$ cat src/rtl/id_ex_stage_if.sv
// ID/EX stage bus: ID-side handshake and operands, forwarding taps, and the EX-side entry.
// The master modport is the driving environment; the slave modport is the stage itself.
interface id_ex_stage_if #(
    parameter int DW = 32,
    parameter int AW = 5
);
    logic          in_valid_i;
    logic          in_ready_o;
    logic [DW-1:0] rs_data_i;
    logic [DW-1:0] rt_data_i;
    logic [DW-1:0] imm_i;
    logic [AW-1:0] rs_addr_i;
    logic [AW-1:0] rt_addr_i;
    logic [AW-1:0] rd_addr_i;
    logic          alusrc_i;
    logic          regdst_i;
    logic          regwrite_i;
    logic [2:0]    aluop_i;
    logic [5:0]    funct_i;
    logic          flush_i;
    logic          exm_regwrite_i;
    logic [AW-1:0] exm_wr_addr_i;
    logic [DW-1:0] exm_result_i;
    logic          mwb_regwrite_i;
    logic [AW-1:0] mwb_wr_addr_i;
    logic [DW-1:0] mwb_result_i;
    logic          out_valid_o;
    logic          out_ready_i;
    logic [DW-1:0] src1_o;
    logic [DW-1:0] src2_o;
    logic [3:0]    ctrl_o;
    logic [AW-1:0] wr_addr_o;
    logic          regwrite_o;
    logic          err_o;

    modport master (
        output in_valid_i, rs_data_i, rt_data_i, imm_i, rs_addr_i, rt_addr_i, rd_addr_i,
               alusrc_i, regdst_i, regwrite_i, aluop_i, funct_i, flush_i,
               exm_regwrite_i, exm_wr_addr_i, exm_result_i,
               mwb_regwrite_i, mwb_wr_addr_i, mwb_result_i, out_ready_i,
        input  in_ready_o, out_valid_o, src1_o, src2_o, ctrl_o, wr_addr_o, regwrite_o, err_o
    );

    modport slave (
        input  in_valid_i, rs_data_i, rt_data_i, imm_i, rs_addr_i, rt_addr_i, rd_addr_i,
               alusrc_i, regdst_i, regwrite_i, aluop_i, funct_i, flush_i,
               exm_regwrite_i, exm_wr_addr_i, exm_result_i,
               mwb_regwrite_i, mwb_wr_addr_i, mwb_result_i, out_ready_i,
        output in_ready_o, out_valid_o, src1_o, src2_o, ctrl_o, wr_addr_o, regwrite_o, err_o
    );
endinterface

$ cat src/rtl/id_ex_stage.sv
// Single-entry ID/EX stage: operand forwarding at capture, ALU control decode, valid/ready.
// Optional ID_EX_ILLEGAL_TRAP_EN: drop illegal ops and raise a sticky err_o instead of issuing them.
module id_ex_stage #(
    parameter int DW = 32,
    parameter int AW = 5
) (
    input logic          clk_i,
    input logic          rst_i,
    id_ex_stage_if.slave bus
);
    localparam logic [3:0] CTRL_AND = 4'b0000;
    localparam logic [3:0] CTRL_OR  = 4'b0001;
    localparam logic [3:0] CTRL_ADD = 4'b0010;
    localparam logic [3:0] CTRL_SUB = 4'b0110;
    localparam logic [3:0] CTRL_SLT = 4'b0111;
    localparam logic [3:0] CTRL_NOR = 4'b1100;

    typedef enum logic {EMPTY = 1'b0, FULL = 1'b1} state_t;

    state_t        state_q, state_d;
    logic          vld_p0;
    logic [DW-1:0] src1_p0, src2_p0;
    logic [3:0]    ctrl_p0;
    logic [AW-1:0] wr_addr_p0;
    logic          regwrite_p0;

    logic [4:0]    dec;
    logic          legal;
    logic          in_ready;
    logic          accept;
    logic          capture;
    logic [DW-1:0] fwd_rs, fwd_rt;

    // Returns {legal, ctrl}; illegal combinations decode to ADD so the non-trap build issues a harmless op.
    function automatic logic [4:0] decode_ctrl(input logic [2:0] aluop, input logic [5:0] funct);
        case (aluop)
            3'b000:  return {1'b1, CTRL_ADD};
            3'b001:  return {1'b1, CTRL_SUB};
            3'b011:  return {1'b1, CTRL_AND};
            3'b100:  return {1'b1, CTRL_OR};
            3'b101:  return {1'b1, CTRL_SLT};
            3'b010: begin
                case (funct)
                    6'b100000: return {1'b1, CTRL_ADD};
                    6'b100010: return {1'b1, CTRL_SUB};
                    6'b100100: return {1'b1, CTRL_AND};
                    6'b100101: return {1'b1, CTRL_OR};
                    6'b101010: return {1'b1, CTRL_SLT};
                    6'b100111: return {1'b1, CTRL_NOR};
                    default:   return {1'b0, CTRL_ADD};
                endcase
            end
            default: return {1'b0, CTRL_ADD};
        endcase
    endfunction

    // EX/MEM is the younger producer, so it wins over MEM/WB; register 0 is hardwired and never forwarded.
    function automatic logic [DW-1:0] fwd_operand(
        input logic [AW-1:0] addr,
        input logic [DW-1:0] rf_data,
        input logic          exm_we,
        input logic [AW-1:0] exm_wa,
        input logic [DW-1:0] exm_res,
        input logic          mwb_we,
        input logic [AW-1:0] mwb_wa,
        input logic [DW-1:0] mwb_res
    );
        if (addr == '0)                     return rf_data;
        else if (exm_we && exm_wa == addr)  return exm_res;
        else if (mwb_we && mwb_wa == addr)  return mwb_res;
        else                                return rf_data;
    endfunction

    always_comb begin
        dec      = decode_ctrl(bus.aluop_i, bus.funct_i);
        legal    = dec[4];
        in_ready = bus.flush_i | ~vld_p0 | bus.out_ready_i;
        accept   = bus.in_valid_i & in_ready & ~bus.flush_i;
`ifdef ID_EX_ILLEGAL_TRAP_EN
        capture  = accept & legal;
`else
        capture  = accept;
`endif
        fwd_rs   = fwd_operand(bus.rs_addr_i, bus.rs_data_i,
                               bus.exm_regwrite_i, bus.exm_wr_addr_i, bus.exm_result_i,
                               bus.mwb_regwrite_i, bus.mwb_wr_addr_i, bus.mwb_result_i);
        fwd_rt   = fwd_operand(bus.rt_addr_i, bus.rt_data_i,
                               bus.exm_regwrite_i, bus.exm_wr_addr_i, bus.exm_result_i,
                               bus.mwb_regwrite_i, bus.mwb_wr_addr_i, bus.mwb_result_i);
    end

    // Occupancy FSM: flush beats capture, capture beats consume.
    always_comb begin
        state_d = state_q;
        if (bus.flush_i)
            state_d = EMPTY;
        else if (capture)
            state_d = FULL;
        else if (state_q == FULL && bus.out_ready_i)
            state_d = EMPTY;
    end

    always_ff @(posedge clk_i) begin
        if (rst_i)
            state_q <= EMPTY;
        else
            state_q <= state_d;
    end

    assign vld_p0 = (state_q == FULL);

    // ---- capture boundary: ID -> EX entry register ----
    always_ff @(posedge clk_i) begin
        if (rst_i) begin
            src1_p0     <= '0;
            src2_p0     <= '0;
            ctrl_p0     <= 4'b0000;
            wr_addr_p0  <= '0;
            regwrite_p0 <= 1'b0;
        end else if (capture) begin
            src1_p0     <= fwd_rs;
            src2_p0     <= bus.alusrc_i ? bus.imm_i : fwd_rt;
            ctrl_p0     <= dec[3:0];
            wr_addr_p0  <= bus.regdst_i ? bus.rd_addr_i : bus.rt_addr_i;
            regwrite_p0 <= bus.regwrite_i & legal;
        end
    end

`ifdef ID_EX_ILLEGAL_TRAP_EN
    logic err_p0;

    always_ff @(posedge clk_i) begin
        if (rst_i)
            err_p0 <= 1'b0;
        else if (accept && !legal)
            err_p0 <= 1'b1;
    end

    assign bus.err_o = err_p0;
`else
    assign bus.err_o = 1'b0;
`endif

    assign bus.in_ready_o  = in_ready;
    assign bus.out_valid_o = vld_p0;
    assign bus.src1_o      = src1_p0;
    assign bus.src2_o      = src2_p0;
    assign bus.ctrl_o      = ctrl_p0;
    assign bus.wr_addr_o   = wr_addr_p0;
    assign bus.regwrite_o  = regwrite_p0;
endmodule
$ cat src/flat_wrapper.sv
// flat-port wrapper written by rule: the top's interface ports become plain ports
module id_ex_stage_flat 
#(
    parameter int DW = 32,
    parameter int AW = 5
)
  (clk_i, rst_i, bus_in_valid_i, bus_rs_data_i, bus_rt_data_i, bus_imm_i, bus_rs_addr_i, bus_rt_addr_i, bus_rd_addr_i, bus_alusrc_i, bus_regdst_i, bus_regwrite_i, bus_aluop_i, bus_funct_i, bus_flush_i, bus_exm_regwrite_i, bus_exm_wr_addr_i, bus_exm_result_i, bus_mwb_regwrite_i, bus_mwb_wr_addr_i, bus_mwb_result_i, bus_out_ready_i, bus_in_ready_o, bus_out_valid_o, bus_src1_o, bus_src2_o, bus_ctrl_o, bus_wr_addr_o, bus_regwrite_o, bus_err_o);
  id_ex_stage_if #(.DW(DW), .AW(AW)) bus_i ();
  input logic clk_i;
  input logic rst_i;
  input wire logic [$bits(bus_i.in_valid_i)-1:0] bus_in_valid_i;
  input wire logic [$bits(bus_i.rs_data_i)-1:0] bus_rs_data_i;
  input wire logic [$bits(bus_i.rt_data_i)-1:0] bus_rt_data_i;
  input wire logic [$bits(bus_i.imm_i)-1:0] bus_imm_i;
  input wire logic [$bits(bus_i.rs_addr_i)-1:0] bus_rs_addr_i;
  input wire logic [$bits(bus_i.rt_addr_i)-1:0] bus_rt_addr_i;
  input wire logic [$bits(bus_i.rd_addr_i)-1:0] bus_rd_addr_i;
  input wire logic [$bits(bus_i.alusrc_i)-1:0] bus_alusrc_i;
  input wire logic [$bits(bus_i.regdst_i)-1:0] bus_regdst_i;
  input wire logic [$bits(bus_i.regwrite_i)-1:0] bus_regwrite_i;
  input wire logic [$bits(bus_i.aluop_i)-1:0] bus_aluop_i;
  input wire logic [$bits(bus_i.funct_i)-1:0] bus_funct_i;
  input wire logic [$bits(bus_i.flush_i)-1:0] bus_flush_i;
  input wire logic [$bits(bus_i.exm_regwrite_i)-1:0] bus_exm_regwrite_i;
  input wire logic [$bits(bus_i.exm_wr_addr_i)-1:0] bus_exm_wr_addr_i;
  input wire logic [$bits(bus_i.exm_result_i)-1:0] bus_exm_result_i;
  input wire logic [$bits(bus_i.mwb_regwrite_i)-1:0] bus_mwb_regwrite_i;
  input wire logic [$bits(bus_i.mwb_wr_addr_i)-1:0] bus_mwb_wr_addr_i;
  input wire logic [$bits(bus_i.mwb_result_i)-1:0] bus_mwb_result_i;
  input wire logic [$bits(bus_i.out_ready_i)-1:0] bus_out_ready_i;
  output wire logic [$bits(bus_i.in_ready_o)-1:0] bus_in_ready_o;
  output wire logic [$bits(bus_i.out_valid_o)-1:0] bus_out_valid_o;
  output wire logic [$bits(bus_i.src1_o)-1:0] bus_src1_o;
  output wire logic [$bits(bus_i.src2_o)-1:0] bus_src2_o;
  output wire logic [$bits(bus_i.ctrl_o)-1:0] bus_ctrl_o;
  output wire logic [$bits(bus_i.wr_addr_o)-1:0] bus_wr_addr_o;
  output wire logic [$bits(bus_i.regwrite_o)-1:0] bus_regwrite_o;
  output wire logic [$bits(bus_i.err_o)-1:0] bus_err_o;
  assign bus_i.in_valid_i = bus_in_valid_i;
  assign bus_i.rs_data_i = bus_rs_data_i;
  assign bus_i.rt_data_i = bus_rt_data_i;
  assign bus_i.imm_i = bus_imm_i;
  assign bus_i.rs_addr_i = bus_rs_addr_i;
  assign bus_i.rt_addr_i = bus_rt_addr_i;
  assign bus_i.rd_addr_i = bus_rd_addr_i;
  assign bus_i.alusrc_i = bus_alusrc_i;
  assign bus_i.regdst_i = bus_regdst_i;
  assign bus_i.regwrite_i = bus_regwrite_i;
  assign bus_i.aluop_i = bus_aluop_i;
  assign bus_i.funct_i = bus_funct_i;
  assign bus_i.flush_i = bus_flush_i;
  assign bus_i.exm_regwrite_i = bus_exm_regwrite_i;
  assign bus_i.exm_wr_addr_i = bus_exm_wr_addr_i;
  assign bus_i.exm_result_i = bus_exm_result_i;
  assign bus_i.mwb_regwrite_i = bus_mwb_regwrite_i;
  assign bus_i.mwb_wr_addr_i = bus_mwb_wr_addr_i;
  assign bus_i.mwb_result_i = bus_mwb_result_i;
  assign bus_i.out_ready_i = bus_out_ready_i;
  assign bus_in_ready_o = bus_i.in_ready_o;
  assign bus_out_valid_o = bus_i.out_valid_o;
  assign bus_src1_o = bus_i.src1_o;
  assign bus_src2_o = bus_i.src2_o;
  assign bus_ctrl_o = bus_i.ctrl_o;
  assign bus_wr_addr_o = bus_i.wr_addr_o;
  assign bus_regwrite_o = bus_i.regwrite_o;
  assign bus_err_o = bus_i.err_o;
  id_ex_stage #(.DW(DW), .AW(AW)) u_core (.clk_i(clk_i), .rst_i(rst_i), .bus(bus_i));
endmodule
$ cat config.mk
export PLATFORM = sky130hd
export DESIGN_NAME = id_ex_stage_flat
export DESIGN_NICKNAME = d
export VERILOG_FILES = /design/src/rtl/id_ex_stage_if.sv /design/src/rtl/id_ex_stage.sv /design/src/flat_wrapper.sv
export SDC_FILE = /design/constraint.sdc
export NUM_CORES = 1
export LEC_CHECK = 0
export ABC_CLOCK_PERIOD_IN_PS = 2300
export BUFFER_PORTS_ARGS = -buffer_cell sky130_fd_sc_hd__clkbuf_2
export CAP_MARGIN = 20
export CORE_UTILIZATION = 34
export DETAILED_ROUTE_END_ITERATION = 8
export PLACE_DENSITY_LB_ADDON = 0.3
export REMOVE_ABC_BUFFERS = 1
export SLEW_MARGIN = 25
export SYNTH_ARGS = -nofsm -noshare
export SYNTH_HDL_FRONTEND = slang
export SYNTH_SLANG_ARGS = --single-unit
$ cat constraint.sdc
create_clock -name clk_i -period 2.3 [get_ports clk_i]
set_clock_uncertainty 0.2 [all_clocks]
set_input_delay 0.115 -clock clk_i [delete_from_list [all_inputs] [get_ports clk_i]]
set_output_delay 0.115 -clock clk_i [all_outputs]
set_load 0.02 [all_outputs]
==> results of run 1 <==
==> how the worst max path moves through the flow <==
stage | start | endpoint | depth (start not counted)
2_1_floorplan | u_core.bus.out_valid_o | u_core.bus.ctrl_o[1] | 4
3_3_place_gp | bus_exm_wr_addr_i[1] | u_core.bus.src1_o[12] | 6
3_5_place_dp | bus_exm_wr_addr_i[1] | u_core.bus.src1_o[9] | 6
4_1_cts | bus_flush_i | u_core.bus.regwrite_o | 7
5_1_grt | bus_flush_i | u_core.bus.regwrite_o | 8
6_report | bus_flush_i | u_core.bus.regwrite_o | 7
==> cell type report <==
type / instances / area (um2)
Inverter: 6 / 22.52
Tap cell: 211 / 264.0
Clock buffer: 13 / 250.2
Multi-Input combinational cell: 509 / 3592
Antenna cell: 1 / 2.502
Sequential cell: 75 / 1501
Timing Repair Buffer: 454 / 3136
Fill cell: 1406 / 6659
==> cell families (layout without fill, tap and decap cells) <==
family	count (synthesis)	count (layout)	synth area share, %
AO/OA/AOI/OAI	248	248	39.57
flip-flops	75	75	27.59
XOR/XNOR	19	19	3.196
AND/OR/NAND/NOR	236	236	21.36
other	1	2	0.06892
multiplexers	5	5	0.9198
buffers and inverters	90	473	7.289
==> per-layer routing <==
layer,wire length [um],part of all wire (%),vias to the layer above,GRT usage (%)
li1,-,-,3408,-
met1,9909,41,3449,33.77
met2,11720,48,484,49.48
met3,1794,7.4,79,4.699
met4,854,3.5,0,17.37
met5,0,0,-,0
==> worst max-delay path, cell delays in order <==
cell and delay, ns:
dlygate4sd3_1 0.53, clkbuf_2 0.11, nand2b_1 0.19, nand2b_4 0.21
buf_12 0.19, a32o_1 0.27, dlygate4sd3_1 0.56
==> flip-flops by register name, indices dropped and copies added (netlist names) <==
name                    count
u_core.bus.wr_addr_o        5
u_core.bus.out_valid_o      1
u_core.bus.src1_o          32
u_core.bus.regwrite_o       1
u_core.bus.src2_o          32
u_core.bus.ctrl_o           4
==> timing repair <==
item,4_1_cts,5_1_grt
hold endpoints to repair,74,0
setup buffers,0,3
hold buffers,144,0
endpoints found under the setup margin,0,1
==> metrics by stage <==
| stage | instances | setup TNS [ns] | area, um2 | setup WS [ns] |
|---|---|---|---|---|
| after floorplan | 590 | -99.34 | 5067 | -1.768 |
| after global placement | 1108 | 0 | 7052 | 0.1244 |
| after detailed placement | 1108 | 0 | 7052 | 0.03677 |
| after CTS | 1265 | 0 | 8743 | 0.03602 |
| after global routing | 1268 | 0 | 8766 | 0.06429 |
| final | 1269 | 0 | 8768 | 0.1451 |
==> cells in the mapped netlist (all sizes together), types with 6 or more instances <==
library cell / number
a211oi: 67
a21boi: 32
a221oi: 58
a311oi: 8
and2: 8
buf: 30
clkbuf: 54
dfxtp: 75
inv: 6
nand3: 64
nor2: 105
nor2b: 29
o221ai: 32
o32ai: 33
xnor2: 11
xor2: 8
==> where the power goes <==
| group | switching [uW] | total [uW] | internal, uW |
|---|---|---|---|
| combinational | 726 | 1340 | 615 |
| clock | 565 | 1310 | 745 |
| sequential | 58.2 | 1460 | 1400 |
==> impl_metrics.ini, run 1 <==
[outcome]
status = finished, final reports clean

[worst_setup_path]
r2r-end = u_core.bus.regwrite_o
worst_setup_path_end_kind = flip-flop
r2r_slack_ns = 0.22
cp_max_fo = 36
reg2reg_depth = 6
required_ns = 2.33
start_kind = primary input
worstReg2RegStart = u_core.bus.out_valid_o
crit_type = in -> reg
critPathArrivalTime_ns = 2.18

[cells_and_area]
mostFrequentLayoutCell = clkbuf_2
drive_above_1_share_pct = 34.15
num-nets-final = 1259
syn_to_final_growth_pct = 61.14
finish.utilization_pct = 56.84
most-common-layout-cells = 278 x clkbuf_2, 144 x dlygate4sd3_1, 103 x nor2_1

[yosys]
syn-instance-count = 674
yosysUniqueCellTypes = 50
ys.warnings.count = 0
netlist_area_um2 = 5441
synth_area_per_cell_um2 = 8.073
synth.ff_latch_count = 75
synth-edff-count = 0
yosys.area.top_type_share_pct = 27.59
ys_top_cells_by_area = dfxtp_1 28%, a221oi_1 7.7%, nor2_1 7.2%, a211oi_1 6.8%, nand3_1 5.9%
synth-main-ff-cell = dfxtp_1
yosysTopAreaCell = dfxtp_1
synthArstFlopShare_pct = 0
seq_area_frac_synth_pct = 27.59

[placement]
hpwl_mm = 14.93
place.gp.congestion = 0.7907
port_buffers = 279

[detailed_routing]
wirelength_mm = 24.28
drt_iter0_drc = 651
ant_nets = 0
drc = 0
vias_per_cell = 5.847
wl_per_cell_um = 19.13
first_pass_iters = 7
vias = 7420

[worst_hold_path]
hp-class = in -> reg
holdPathStages = 3
whs_endpoint = u_core.bus.wr_addr_o[0]
worstHoldStart = bus_regdst_i

[global_route]
grt_pass1_wl_mm = 37.40
grt_pass1_vias = 7468
grt_max_degree = 49
antenna_found_initial = 0
grt_usage_pct = 28.83
grt_overflow = 0

[floorplan]
fp-row-count = 45
fp.dieW_um = 128.5
num_io_pins = 281
start_util_pct = 35.27
dieHeight_um = 128.5
coreArea_um2 = 15430
die_area_um2 = 16510

[timing]
clock.fmax_ghz = 0.4641
final-hold-violation-count = 0
slew_viol_final = 0
finalSetupViolations = 0
whs_ns = 0.02338
rsz0062_at_grt = no
period_needed_ns = 2.155
tightest_slew_ns = 0.8992
min_period_over_period_pct = 93.69
maxSlewHeadroom_pct = 40.05

[power]
p_per_area_nw_per_um2 = 469.0
irDropWorstVdd_mv = 0.3318
power.total_uw = 4112
power_leakage_uw = 0.003582

[clock_network]
clockRootBuffer = clkbuf_16
clock-sinks = 75
clkLatencyLatePin_ns = 0.34
cts_inserted_buffers = 9
cts_buffer_depth = 2
clk_pin_slew_ns = 0.06
cts_tree = built
htreeDepth = 3
post_cts_resized = 0

[flow_run]
drv_cap = 0
Note: power is estimated with default switching activity, not from simulation.
==> run 2: changes to the inputs <==
ABC_CLOCK_PERIOD_IN_PS = 2350   (was 2300)
clock period = 2.35 ns   (was 2.3 ns; I/O delays follow)
==> run 2 against run 1 <==
Critical path depth shrank 2. Largest power group unchanged. Sequential cell count unchanged. Setup slack got worse by 0.064 ns. Routed wire length down 3.1%. Die area did not move. Non-clock buffer count shrank 4. Cell count is essentially flat. Count of clock-buffer cells in the layout rose by 1. Global-route usage is 0.81 points lower. First-iteration DRC count is 15% lower.
==> impl_metrics.ini, run 2 (synthesized netlist as in run 1, its figures left out) <==
[outcome]
status = finished, final reports clean

[detailed_routing]
drc = 0
ant_nets = 0
vias_per_cell = 5.726
vias = 7260
wirelength_mm = 23.53
first_pass_iters = 5
drt_iter0_drc = 551
wl_per_cell_um = 18.56

[cells_and_area]
most-common-layout-cells = 278 x clkbuf_2, 144 x dlygate4sd3_1, 103 x nor2_1
mostFrequentLayoutCell = clkbuf_2
syn_to_final_growth_pct = 60.24
num-nets-final = 1255
design_area_um2 = 8720
final_cells = 1268
drive_above_1_share_pct = 34.09
fillers = 1440

[worst_setup_path]
required_ns = 2.43
critPathArrivalTime_ns = 2.35
path_cells = nand2b_1, or2_2, dlygate4sd3_1, a21oi_1, dlygate4sd3_1
worst_setup_path_end_kind = flip-flop
path_common_cell = dlygate4sd3_1
crit_type = reg -> reg
slowest_stage = dlygate4sd3_1
start_kind = flip-flop
cp_max_fo = 3
reg2reg_depth = 5
critPathMaxStageDelay_ns = 0.57

[clock_network]
cts_inserted_buffers = 9
clockRootBuffer = clkbuf_16
cts_tree = built
clkLatencyLatePin_ns = 0.33
cts_buffer_depth = 2
htreeDepth = 3
clk_pin_slew_ns = 0.06
clock-sinks = 75

[placement]
port_buffers = 279
hpwl_mm = 14.85
place.gp.congestion = 0.7964
place_area_um2 = 6987
placed_cells = 1106

[global_route]
grt_overflow = 0
grt_pass1_wl_mm = 36.37
grt_max_degree = 71
antenna_found_initial = 0
grt.met2_usage_pct = 47.57
grt_pass1_vias = 7368
met1_usage_pct = 32.95
grt-busiest-layer = met2
grt_usage_pct = 28.02
met3_usage_pct = 4.366

[floorplan]
coreArea_um2 = 15430
die_area_um2 = 16510
fp-row-count = 45
num_io_pins = 281
dieHeight_um = 128.5
fp.dieW_um = 128.5
start_util_pct = 35.27

[flow_run]
drv_cap = 0

[timing]
whs_ns = 0.01827
final-hold-violation-count = 0
slew_viol_final = 0
clock.fmax_ghz = 0.4408
min_period_over_period_pct = 96.54
tightest_slew_ns = 0.8592
maxSlewHeadroom_pct = 42.72
rsz0062_at_grt = no
period_needed_ns = 2.269
finalSetupViolations = 0

[power]
power.total_uw = 4056
irDropWorstVdd_mv = 0.3188
power_leakage_uw = 0.003563
p_per_area_nw_per_um2 = 465.2

[worst_hold_path]
hp-class = in -> reg
holdPathStages = 4
-- run 2: final timing paths --
| check | end | slack, ns | from |
|---|---|---|---|
| worst max register to register | u_core.bus.out_valid_o | 0.08 | u_core.bus.out_valid_o |
| worst min register to register | u_core.bus.ctrl_o[1] | 0.28 | u_core.bus.ctrl_o[1] |
| worst max-delay path | u_core.bus.out_valid_o | 0.08 | u_core.bus.out_valid_o |
| worst min-delay path | u_core.bus.src2_o[21] | 0.02 | rst_i |
-- run 2: repair_timing --
action / CTS / global route
buffers inserted: 0 / 0
gates resized for setup: 0 / 1
endpoints found under the hold margin: 74 / 0
hold buffers: 144 / 0
endpoints found under the setup margin: 0 / 1
-- run 2: cell type report --
cell class | instances | area, um2 | share of cell area (%)
multi-input cells | 509 | 3592 | 41.20
clock buffers | 14 | 264.0 | 3.028
well taps | 211 | 264.0 | 3.028
clock inverters | 2 | 10.01 | 0.1148
inverters | 6 | 22.52 | 0.2583
diodes | 1 | 2.502 | 0.02870
repair buffers | 450 | 3063 | 35.13
flip-flops and latches | 75 | 1501 | 17.22
-- run 2: critical path: cells and delay by family (launching register included) --
kind	cells	cell delay, ns
buffers and inverters	2	1.13
and+or+nand+nor	2	0.42
AOI/OAI and AO/OA	1	0.13
DFF	1	0.33
-- run 2: where the power goes --
| group | internal, uW | switching, uW |
|---|---|---|
| sequential | 1370 | 55.7 |
| clock | 772 | 565 |
| combinational | 589 | 700 |
-- run 2: through the flow --
stage | setup WS (ns) | util [%] | TNS (ns)
final | 0.08141 | 56.52 | 0
after global routing | 0.002845 | 56.50 | 0
after CTS | 0.03430 | 56.41 | 0
after detailed placement | 0.07616 | 45.29 | 0
after global placement | 0.1293 | 45.29 | 0
after floorplan | -1.718 | - | -95.64
-- run 2: per-layer routing --
metal	part of all wire, %	vias to the layer above
li1	-	3394
met4	4.6	0
met5	0	-
met1	40	3354
met2	48	420
met3	7.6	92
==> run 3: changes to the inputs <==
CELL_PAD_IN_SITES_DETAIL_PLACEMENT = 1   (was default)
CELL_PAD_IN_SITES_GLOBAL_PLACEMENT = 1   (was default)
CORE_UTILIZATION = 32   (was 34)
CTS_CLUSTER_DIAMETER = 50   (was default)
==> run 3 against run 2 <==
Critical endpoint is now u_core.bus.src1_o[24]. Non-clock buffer count is 17 higher. Sequential cell count stayed put. Routed wire length is 26% higher. Fmax is 2.4% lower. Sequential power hardly changed. Highest routed layer unchanged. Utilization is 1.8 points lower. Largest power group is now clock. Count of clock-buffer cells in the layout is 1 lower. Combinational power is 9% higher.
==> impl_metrics.ini, run 3 (synthesized netlist as in run 1, its figures left out) <==
[floorplan]
die_area_um2 = 17530
start_util_pct = 32.81
fp.dieW_um = 132.4
num_io_pins = 281
dieHeight_um = 132.4
fp-row-count = 47
coreArea_um2 = 16580

[timing]
tightest_slew_ns = 0.9209
clock.fmax_ghz = 0.4304
final-hold-violation-count = 0
min_period_over_period_pct = 98.88
setup_slack_ns = 0.02632
period_needed_ns = 2.324
finalSetupViolations = 0
maxSlewHeadroom_pct = 38.61
slew_viol_final = 0
tns_ns = 0

[clock_network]
clock-sinks = 75
clockRootBuffer = clkbuf_16
cts_buffer_depth = 2
cts_inserted_buffers = 9
clk_pin_slew_ns = 0.06
cts_tree = built
htreeDepth = 3
clkLatencyLatePin_ns = 0.35

[cells_and_area]
mostFrequentLayoutCell = clkbuf_2
most-common-layout-cells = 277 x clkbuf_2, 159 x dlygate4sd3_1, 103 x nor2_1
design_area_um2 = 9074
finish.utilization_pct = 54.72
syn_to_final_growth_pct = 66.75
fillers = 2021
drive_above_1_share_pct = 34.42
num-nets-final = 1272

[power]
share_clk_of_total_power_pct = 33.9
intPower_uw = 2877
irDropWorstVdd_mv = 0.3605
power_frac_seq_pct = 33.5
p_comb_share_pct = 32.6
swShare_pct = 33.02
p_per_area_nw_per_um2 = 473.4
power_leakage_uw = 0.003747
power_switching_uw = 1418

[placement]
post-place-ws_ns = 0.1559
hpwl_mm = 17.89
port_buffers = 279
place.gp.congestion = 0.8110
place_area_um2 = 7081

[global_route]
antenna_found_initial = 0
grt_overflow = 0
grt_max_degree = 71
grt_pass1_vias = 8002
grt_pass1_wl_mm = 45.21
grt_usage_pct = 33.07

[worst_setup_path]
required_ns = 2.44
crit_buf_inv = 4
reg2reg_depth = 6
worstReg2RegStart = u_core.bus.out_valid_o
cp_max_fo = 69
critPathArrivalTime_ns = 2.42
slowest_stage = dlygate4sd3_1
path_common_cell = dlygate4sd3_1
r2r-end = u_core.bus.src1_o[24]
start_kind = primary input
worst_setup_path_end_kind = flip-flop
critPathMaxStageDelay_ns = 0.60
path_delay_family = buffers and inverters
path_cells = clkbuf_2, dlygate4sd3_1, nand2b_2, nor2b_4, buf_12, nor2_1, a211oi_1, dlygate4sd3_1
crit_type = in -> reg
r2r_slack_ns = 0.13

[detailed_routing]
drc = 0
vias_per_cell = 5.935
wirelength_mm = 29.74
vias = 7674
ant_nets = 0
wl_per_cell_um = 23.00
first_pass_iters = 5
drt_iter0_drc = 533

[flow_run]
drv_cap = 0

[outcome]
status = finished, final reports clean

[worst_hold_path]
holdPathStages = 3
hp-class = in -> reg
worstHoldStart = bus_aluop_i[2]
whs_endpoint = u_core.bus.ctrl_o[1]
run 3: changes by cell type in the layout (fill, tap and decap cells not counted), moves of 2 or more:
cell,before,now
a221oi_1,48,41
buf_4,25,22
buf_6,2,0
a221oi_2,10,17
buf_12,1,6
dlygate4sd3_1,144,159
run 3: metrics by stage:
step | total power, uW | instances | hold slack [ns]
after global placement | 2555 | 1116 | 0.1834
after detailed placement | 2577 | 1116 | 0.1867
final | 4296 | 1293 | 0.001129
after global routing | 4457 | 1292 | 0.009630
after CTS | 4241 | 1291 | 0.0006415
after floorplan | 2002 | 590 | -0.01343
run 3: cell type report:
cell class / instances / area (um2) / share of cell area (%)
diodes: 1 / 2.502 / 0.02758
clock buffers: 13 / 260.3 / 2.868
clock inverters: 2 / 35.03 / 0.3861
inverters: 6 / 22.52 / 0.2482
multi-input cells: 509 / 3649 / 40.21
flip-flops and latches: 75 / 1501 / 16.55
well taps: 220 / 275.3 / 3.034
repair buffers: 467 / 3328 / 36.68
run 3: worst max-delay path by stage:
stage,start,endpoint,slack (ns),cells past startpoint
6_report,bus_flush_i,u_core.bus.src1_o[24],0.03,8
5_1_grt,bus_flush_i,u_core.bus.src1_o[24],-0.09,8
4_1_cts,bus_flush_i,u_core.bus.src1_o[25],0.008,8
3_5_place_dp,bus_rt_addr_i[1],u_core.bus.src2_o[10],0.16,6
3_3_place_gp,bus_rs_addr_i[1],u_core.bus.src1_o[12],0.27,7
2_1_floorplan,u_core.bus.out_valid_o,u_core.bus.ctrl_o[1],-1.72,4
run 3: what timing repair did:
action	4_1_cts	5_1_grt
gates resized for setup	0	12
setup endpoints to repair	0	22
hold buffers	160	0
hold endpoints to repair	73	0
setup buffers	0	1
run 3: worst reg2reg max path, cell delays in order (launching register included):
cell	delay, ns
dfxtp_1	0.31
nand2b_1	0.15
nor2b_4	0.21
buf_12	0.31
nor2_1	0.14
a211oi_1	0.25
dlygate4sd3_1	0.60
run 3: power groups by stage:
stage,Combinational (uW),Clock (uW),Sequential (uW)
finish,1400,1460,1440
global route,1490,1520,1450
CTS,1340,1470,1430
detailed placement,1120,0,1460
global placement,1100,0,1460
floorplan,430,0,1570
run 3: per-layer routing:
| layer | up-vias | GRT usage (%) | routed length, um |
|---|---|---|---|
| met5 | - | 0 | 0 |
| li1 | 3433 | - | - |
| met1 | 3679 | 38.70 | 11460 |
| met4 | 0 | 13.60 | 1149 |
| met3 | 100 | 7.651 | 2551 |
| met2 | 462 | 57.81 | 14580 |
